**src/rtl/clock_step_control.sv**
```systemverilog
`default_nettype none
// =============================================================================
// Module   : clock_step_control
// Brief    : Programmable clock divider with run/halt/single-step control.
//            Optional cycle counter enabled by CLOCK_STEP_CYCLE_COUNT_EN.
// Revision : 1.0 - initial release
// =============================================================================
module clock_step_control #(
   parameter int DIV_WIDTH   = 6,
   parameter int DIV_DEFAULT = 2,
   parameter int CYC_WIDTH   = 32
) (
   input  logic                 clock_in,
   input  logic                 reset_n,
   input  logic [DIV_WIDTH-1:0] div_ratio,
   input  logic                 div_load,
   input  logic                 run,
   input  logic                 halt,
   input  logic                 step_req,
   output logic                 step_ack,
   output logic                 clock_out,
   output logic                 clock_en,
   output logic [CYC_WIDTH-1:0] cycle_count,
   output logic [1:0]           state_out
);

   typedef enum logic [1:0] {
      S_HALT  = 2'b00,
      S_RUN   = 2'b01,
      S_STEP  = 2'b10,
      S_DRAIN = 2'b11
   } state_t;

   localparam logic [DIV_WIDTH-1:0] C_RATIO_RESET = DIV_WIDTH'(DIV_DEFAULT);
   localparam logic [DIV_WIDTH-1:0] C_ONE         = DIV_WIDTH'(1);

   state_t               r_state;
   state_t               w_state_next;
   logic [DIV_WIDTH-1:0] r_div_cnt;
   logic [DIV_WIDTH-1:0] r_ratio_reg;
   logic [DIV_WIDTH-1:0] r_ratio_pend;
   logic                 r_clock_out;
   logic                 r_clock_en;
   logic                 r_step_ack;
   logic                 w_active;
   logic                 w_wrap;
   logic                 w_fall;
   logic                 w_rise;

   assign w_active = (r_state != S_HALT);
   assign w_wrap   = w_active && (r_div_cnt == r_ratio_reg - C_ONE);
   assign w_fall   = w_wrap && r_clock_out;
   // A rise is suppressed when this edge parks the clock, so no runt high phase escapes
   assign w_rise   = w_wrap && !r_clock_out && (w_state_next != S_HALT);

   always_ff @(posedge clock_in or negedge reset_n) begin
      if (!reset_n) begin
         r_state <= S_HALT;
      end else begin
         r_state <= w_state_next;
      end
   end

   always_comb begin
      w_state_next = r_state;
      case (r_state)
         S_HALT: begin
            if (halt)          w_state_next = S_HALT;
            else if (run)      w_state_next = S_RUN;
            else if (step_req) w_state_next = S_STEP;
         end
         S_RUN: begin
            if (halt || !run) begin
               w_state_next = (!r_clock_out && (r_div_cnt == '0)) ? S_HALT : S_DRAIN;
            end
         end
         S_DRAIN: begin
            if (w_fall) w_state_next = S_HALT;
         end
         S_STEP: begin
            if (w_fall) w_state_next = S_HALT;
         end
         default: w_state_next = S_HALT;
      endcase
   end

   always_ff @(posedge clock_in or negedge reset_n) begin
      if (!reset_n) begin
         r_div_cnt    <= '0;
         r_ratio_reg  <= C_RATIO_RESET;
         r_ratio_pend <= C_RATIO_RESET;
         r_clock_out  <= 1'b0;
         r_clock_en   <= 1'b0;
         r_step_ack   <= 1'b0;
      end else begin
         if (div_load) begin
            r_ratio_pend <= (div_ratio == '0) ? C_ONE : div_ratio;
         end
         // A halted clock sits on a phase boundary, so the pending ratio may apply
         if (w_wrap || !w_active) begin
            r_ratio_reg <= r_ratio_pend;
         end
         r_clock_en <= w_rise;
         r_step_ack <= (r_state == S_STEP) && w_fall;
         if (w_state_next == S_HALT) begin
            r_div_cnt   <= '0;
            r_clock_out <= 1'b0;
         end else if (w_wrap) begin
            r_div_cnt   <= '0;
            r_clock_out <= ~r_clock_out;
         end else if (w_active) begin
            r_div_cnt   <= r_div_cnt + C_ONE;
         end
      end
   end

`ifdef CLOCK_STEP_CYCLE_COUNT_EN
   logic [CYC_WIDTH-1:0] r_cycle_count;

   always_ff @(posedge clock_in or negedge reset_n) begin
      if (!reset_n) begin
         r_cycle_count <= '0;
      end else if (w_rise) begin
         r_cycle_count <= r_cycle_count + CYC_WIDTH'(1);
      end
   end

   assign cycle_count = r_cycle_count;
`else
   assign cycle_count = '0;
`endif

   assign clock_out = r_clock_out;
   assign clock_en  = r_clock_en;
   assign step_ack  = r_step_ack;
   assign state_out = r_state;

endmodule
`default_nettype wire

```
**config.mk**
```make
export PLATFORM = sky130hd
export DESIGN_NAME = clock_step_control
export DESIGN_NICKNAME = d
export VERILOG_FILES = /design/src/rtl/clock_step_control.sv
export SDC_FILE = /design/constraint.sdc
export NUM_CORES = 1
export LEC_CHECK = 0
export CAP_MARGIN = 15
export CORE_MARGIN = 2
export CORE_UTILIZATION = 42
export CTS_BUF_LIST = sky130_fd_sc_hd__clkbuf_8 sky130_fd_sc_hd__clkbuf_16
export DETAILED_ROUTE_END_ITERATION = 8
export PLACE_DENSITY = 0.77
export SYNTH_ARGS = -nofsm -noshare
export SYNTH_HDL_FRONTEND = slang
export SYNTH_SLANG_ARGS = --single-unit
export TNS_END_PERCENT = 10
```
**constraint.sdc**
```tcl
create_clock -name clock_in -period 1.9 [get_ports clock_in]
set_input_delay 0.38 -clock clock_in [delete_from_list [all_inputs] [get_ports clock_in]]
set_output_delay 0.38 -clock clock_in [all_outputs]
set_load 0.01 [all_outputs]
```
Word-level counts from Yosys, hierarchy flattened

Index checks and enable logic that the tools add are counted.

Add/subtract/negate cells: 2
Equal/unequal tests: 4
Mux-type cells: 13
Bitwise operators: 1
Reductions and logical operators: 20

Operators by type and width:

| operator                                                            | number |
|---|---|
| 6-bit 2-to-1 mux                                                    | 4 |
| 6-bit logical NOT                                                   | 2 |
| 2-bit 2-to-1 mux                                                    | 6 |
| 6-bit by 1-bit adder with 6-bit output (second input constant)      | 1 |
| 6-bit == test                                                       | 1 |
| 1-bit logical AND                                                   | 6 |
| 2-bit case mux with 3 select lines                                  | 1 |
| 2-bit nonzero test                                                  | 3 |
| 6-bit by 1-bit subtractor with 6-bit output (second input constant) | 1 |
| 2-bit == test (second input constant)                               | 2 |
| 2-bit logical NOT                                                   | 2 |
| 1-bit logical NOT                                                   | 3 |
| 3-bit nonzero test                                                  | 1 |
| 2-bit by 1-bit == test with 1-bit output (second input constant)    | 1 |
| 1-bit logical OR                                                    | 2 |
| 1-bit 2-to-1 mux                                                    | 2 |
| 2-bit OR reduction                                                  | 1 |
| 1-bit inverter                                                      | 1 |

Bits in registers: 23
Input port bits: 12
Output and inout port bits: 37
Logic and storage cells: 47

Longest topological paths before layout

Depth in word-level cells: 8
Gate-level depth with buffers: 7
Gate-level depth less buffers: 7

Worst setup path after synthesis

No wires, ideal clock.

Kind: register -> register
Start: register r_ratio_reg[1]
End: register r_ratio_reg[0]
Setup time: 125 ps
Data arrival time: 1,935 ps
Data required time: 1,775 ps
Setup slack: -160 ps
Stages on the path, launching flop included: 8
Path buffers: 0
Clock period less this slack: 2,060 ps
Path through: dfstp_2 -> inv_1 -> ha_1 -> xnor2_1 -> nor2_1 -> nand4b_4 -> o21ai_2 -> mux2_2

Longest elaborated chain between the ends: 4

RTL lines:

| item                                        | RTL line | text |
|---|---|---|
| from (decl)                                 | 40       | `logic [DIV_WIDTH-1:0] r_ratio_reg;` |
| from (signal assigned)                      | 101      | `r_ratio_reg <= r_ratio_pend;` |
| 6-bit by 1-bit subtractor with 6-bit output | 51       | `assign w_wrap = w_active && (r_div_cnt == r_ratio_reg - C_ONE);` |
| 6-bit == test                               | 51       |  |
| 1-bit logical AND                           | 51       |  |
| 1-bit logical OR                            | 100      | `if (w_wrap \|\| !w_active) begin` |

Every way passes these cells.
A chain may end at the register's enable or synchronous reset.

Worst setup path in the final report

Start: register r_ratio_reg[1]
End: register r_ratio_reg[5]

Same word-level chain as after synthesis.

==> summary.txt <==
Outcome
  • Outcome: finished, violations left
  • Failing checks: setup timing

STA
  • RSZ-0062 raised after global routing: true
  • Finish-stage setup viols: 7
  • Slew Limit Fails: 0
  • Minimum hold slack: 0.459 ns
  • Post-route setup slack: -0.0442 ns
  • Post-Route Setup TNS: -0.253 ns
  • Clock skew: 0.00146 ns
  • Final min period: 1.94 ns
  • Achievable frequency: 514 MHz
  • Fin crit share: 102%
  • Final hold violations: 0

Synth
  • Unique masters post-synth: 41
  • Synth Flop Type: dfrtp_1
  • Post-Synthesis Cells: 150
  • Top-count cell post-synth: buf_4
  • Number of synthesized flops with an enable pin: 0
  • Number of synthesized register bits: 23
  • Commonest cells post-synth: buf_4, dfrtp_1, mux2_2
  • Ys async rst share: 100%
  • Post-synth top area share: 34.5%
  • Yosys top cell by area: dfrtp_1
  • Synthesized area: 1520 um^2
  • Yosys warnings: 0
  • Top post-synthesis cells by area: dfrtp_1, buf_4, mux2_2, dfstp_2, ha_1
  • Register area share after synthesis: 38.0%
  • Mean post-synth cell area: 10.1 um^2

Placement
  • Port Buffers: 16
  • DP Area: 1760 um^2
  • RePlAce Congestion: 0.744
  • Final HPWL DP: 1990 um

Route
  • Drt drc: 0
  • Routed wire length: 2720 um
  • WL per Instance: 11.8 um
  • Routed met2 length: 1280 um
  • DR vias/cell: 4.74
  • Via count: 1,091
  • Met1 wire length: 1230 um
  • DR WL met3: 149 um
  • Initial detailed-routing violation count: 19
  • DR pass1 iterations: 4
  • DR top layer: met4
  • DRT antenna net count: 0

Global route
  • Congestion Overflow GR: 0
  • Vias in the first global route: 1,040
  • Tot GR Track Use: 14.3%
  • First-pass GRT wire length: 4600 um
  • Largest net degree at the start of global routing: 24
  • Initial antenna violation count: 0

Worst setup path
  • Flop2flop setup slack: -0.04 ns
  • CP required: 2.06 ns
  • CP Capture Type: flop
  • Worst R2R End: r_ratio_reg[5]
  • Worst EP arrival: 2.10 ns
  • Reg-to-Reg Start: r_ratio_reg[1]
  • CP Launch Point: r_ratio_reg[1]
  • Worst Setup Start Kind: flop
  • R2R depth: 7
  • Critical Path End: r_ratio_reg[5]
  • Critical path class: flop to flop
  • Crit path max fanout: 6

Clocking
  • Clock Tree Buf Depth: 2
  • H-Tree Depth: 1
  • Worst skew pair latency: 0.26 ns
  • Clock sinks: 23
  • Worst-path clk slew: 0.08 ns
  • CTS tree: yes
  • Cts bufs inserted: 3
  • Clock Root Buffer: clkbuf_8

Power and ir drop
  • Maximum VDD drop: 0.775 mV
  • Lkg Pwr: 0.855 nW
  • Overall Power: 0.00287 W
  • Pwr/cell area: 1560 nW/um^2

Die
  • Core Area: 3420 um^2
  • Die height: 64.2 um
  • Site Rows: 21
  • # IOs: 49
  • Die width: 64.2 um
  • Starting Density: 44.5%
  • Die area: 4120 um^2

Finish
  • Share of layout cells above drive strength 1: 28.8%
  • Post-route cell area: 1840 um^2
  • Post-layout nets: 200
  • Fillers: 321
  • Syn-to-layout area delta: 21.1%
  • N_diodes: 0
  • Final Core Density: 53.9%

Hold path
  • Worst min-delay path category: input pin to asynchronous set/reset pin

Job
  • Max cap viols: 0
## area by class of cell
| cell class | instances | area (um^2) | share of cell area, % |
|---|---|---|---|
| inverter | 8 | 30.0 | 1.63 |
| timing repair buffer | 35 | 303 | 16.4 |
| tap | 46 | 57.6 | 3.12 |
| multi-input combinational | 114 | 826 | 44.8 |
| clock buffer | 3 | 41.3 | 2.24 |
| clock inverter | 1 | 3.75 | 0.204 |
| sequential | 23 | 581 | 31.5 |
## worst max-delay path, stage by stage, from the launching register on
cell	delay [ns]
dfstp_2	0.54
inv_2	0.04
ha_4	0.21
xnor2_2	0.13
nor2_2	0.13
nand4b_4	0.15
o21ai_4	0.30
mux2_4	0.33
## per-layer routing
| layer | track usage (%) | vias to the layer above |
|---|---|---|
| li1 | - | 527 |
| met1 | 17.5 | 517 |
| met2 | 24.1 | 40 |
| met3 | 2.99 | 7 |
| met4 | 6.12 | 0 |
| met5 | 0 | - |
## logic make-up after synthesis
kind of cell    Yosys count  share of synthesized area, %
other cells               1                         0.246
flops                    23                          38.0
fa+ha+maj                 3                          2.47
simple gates             33                          14.4
xor+xnor                  8                          4.60
buf+inv                  44                          19.5
mux                      11                          8.14
compound gates           27                          12.7
## where the power goes
part / leakage, nW / internal (W) / total [W] / switching (W)
clock: 0.0269 / 0.000144 / 0.000303 / 0.000158
sequential: 0.270 / 0.000686 / 0.000871 / 0.000185
combinational: 0.559 / 0.000912 / 0.00169 / 0.000781
total: 0.855 / 0.00174 / 0.00287 / 0.00112
## how the worst min path moves through the flow
stage               cells past startpoint  slack [ns]             end
finish                                  2        0.46    state_out[1]
floorplan                               0        0.08        clock_en
global placement                        1        0.49  r_ratio_reg[5]
CTS                                     2        0.47  r_ratio_reg[4]
detailed placement                      1        0.50  r_ratio_reg[4]
global route                            2        0.49  r_ratio_reg[5]
## cells in the final DEF, fill, tap and decap left out, types with 3 or more instances in the layout
cell	instances
nand2b_1	3
xor2_1	4
buf_4	19
o21ai_0	4
clkdlybuf4s50_1	16
mux2_2	6
mux2_4	5
clkbuf_8	3
dfrtp_1	19
nor2_1	7
nand2_1	3
a21oi_1	7
xnor2_1	3
nand3_1	4
inv_1	8
conb_1	32
## through the flow
step           instances  worst slack (ns)
2_1_floorplan        181           -0.0440
3_3_place_gp         225           -0.0685
3_5_place_dp         225           -0.0889
4_1_cts              230           -0.0996
5_1_grt              230            -0.112
6_report             230           -0.0442
## timing repair
action,in CTS,in global routing
endpoints found under the hold margin,0,0
setup buffers,1,0
pin swaps,4,2
resized for setup,6,3
hold buffers,0,0
gates cloned,0,0
endpoints found under the setup margin,14,17
(Power assumes the default switching activity.)
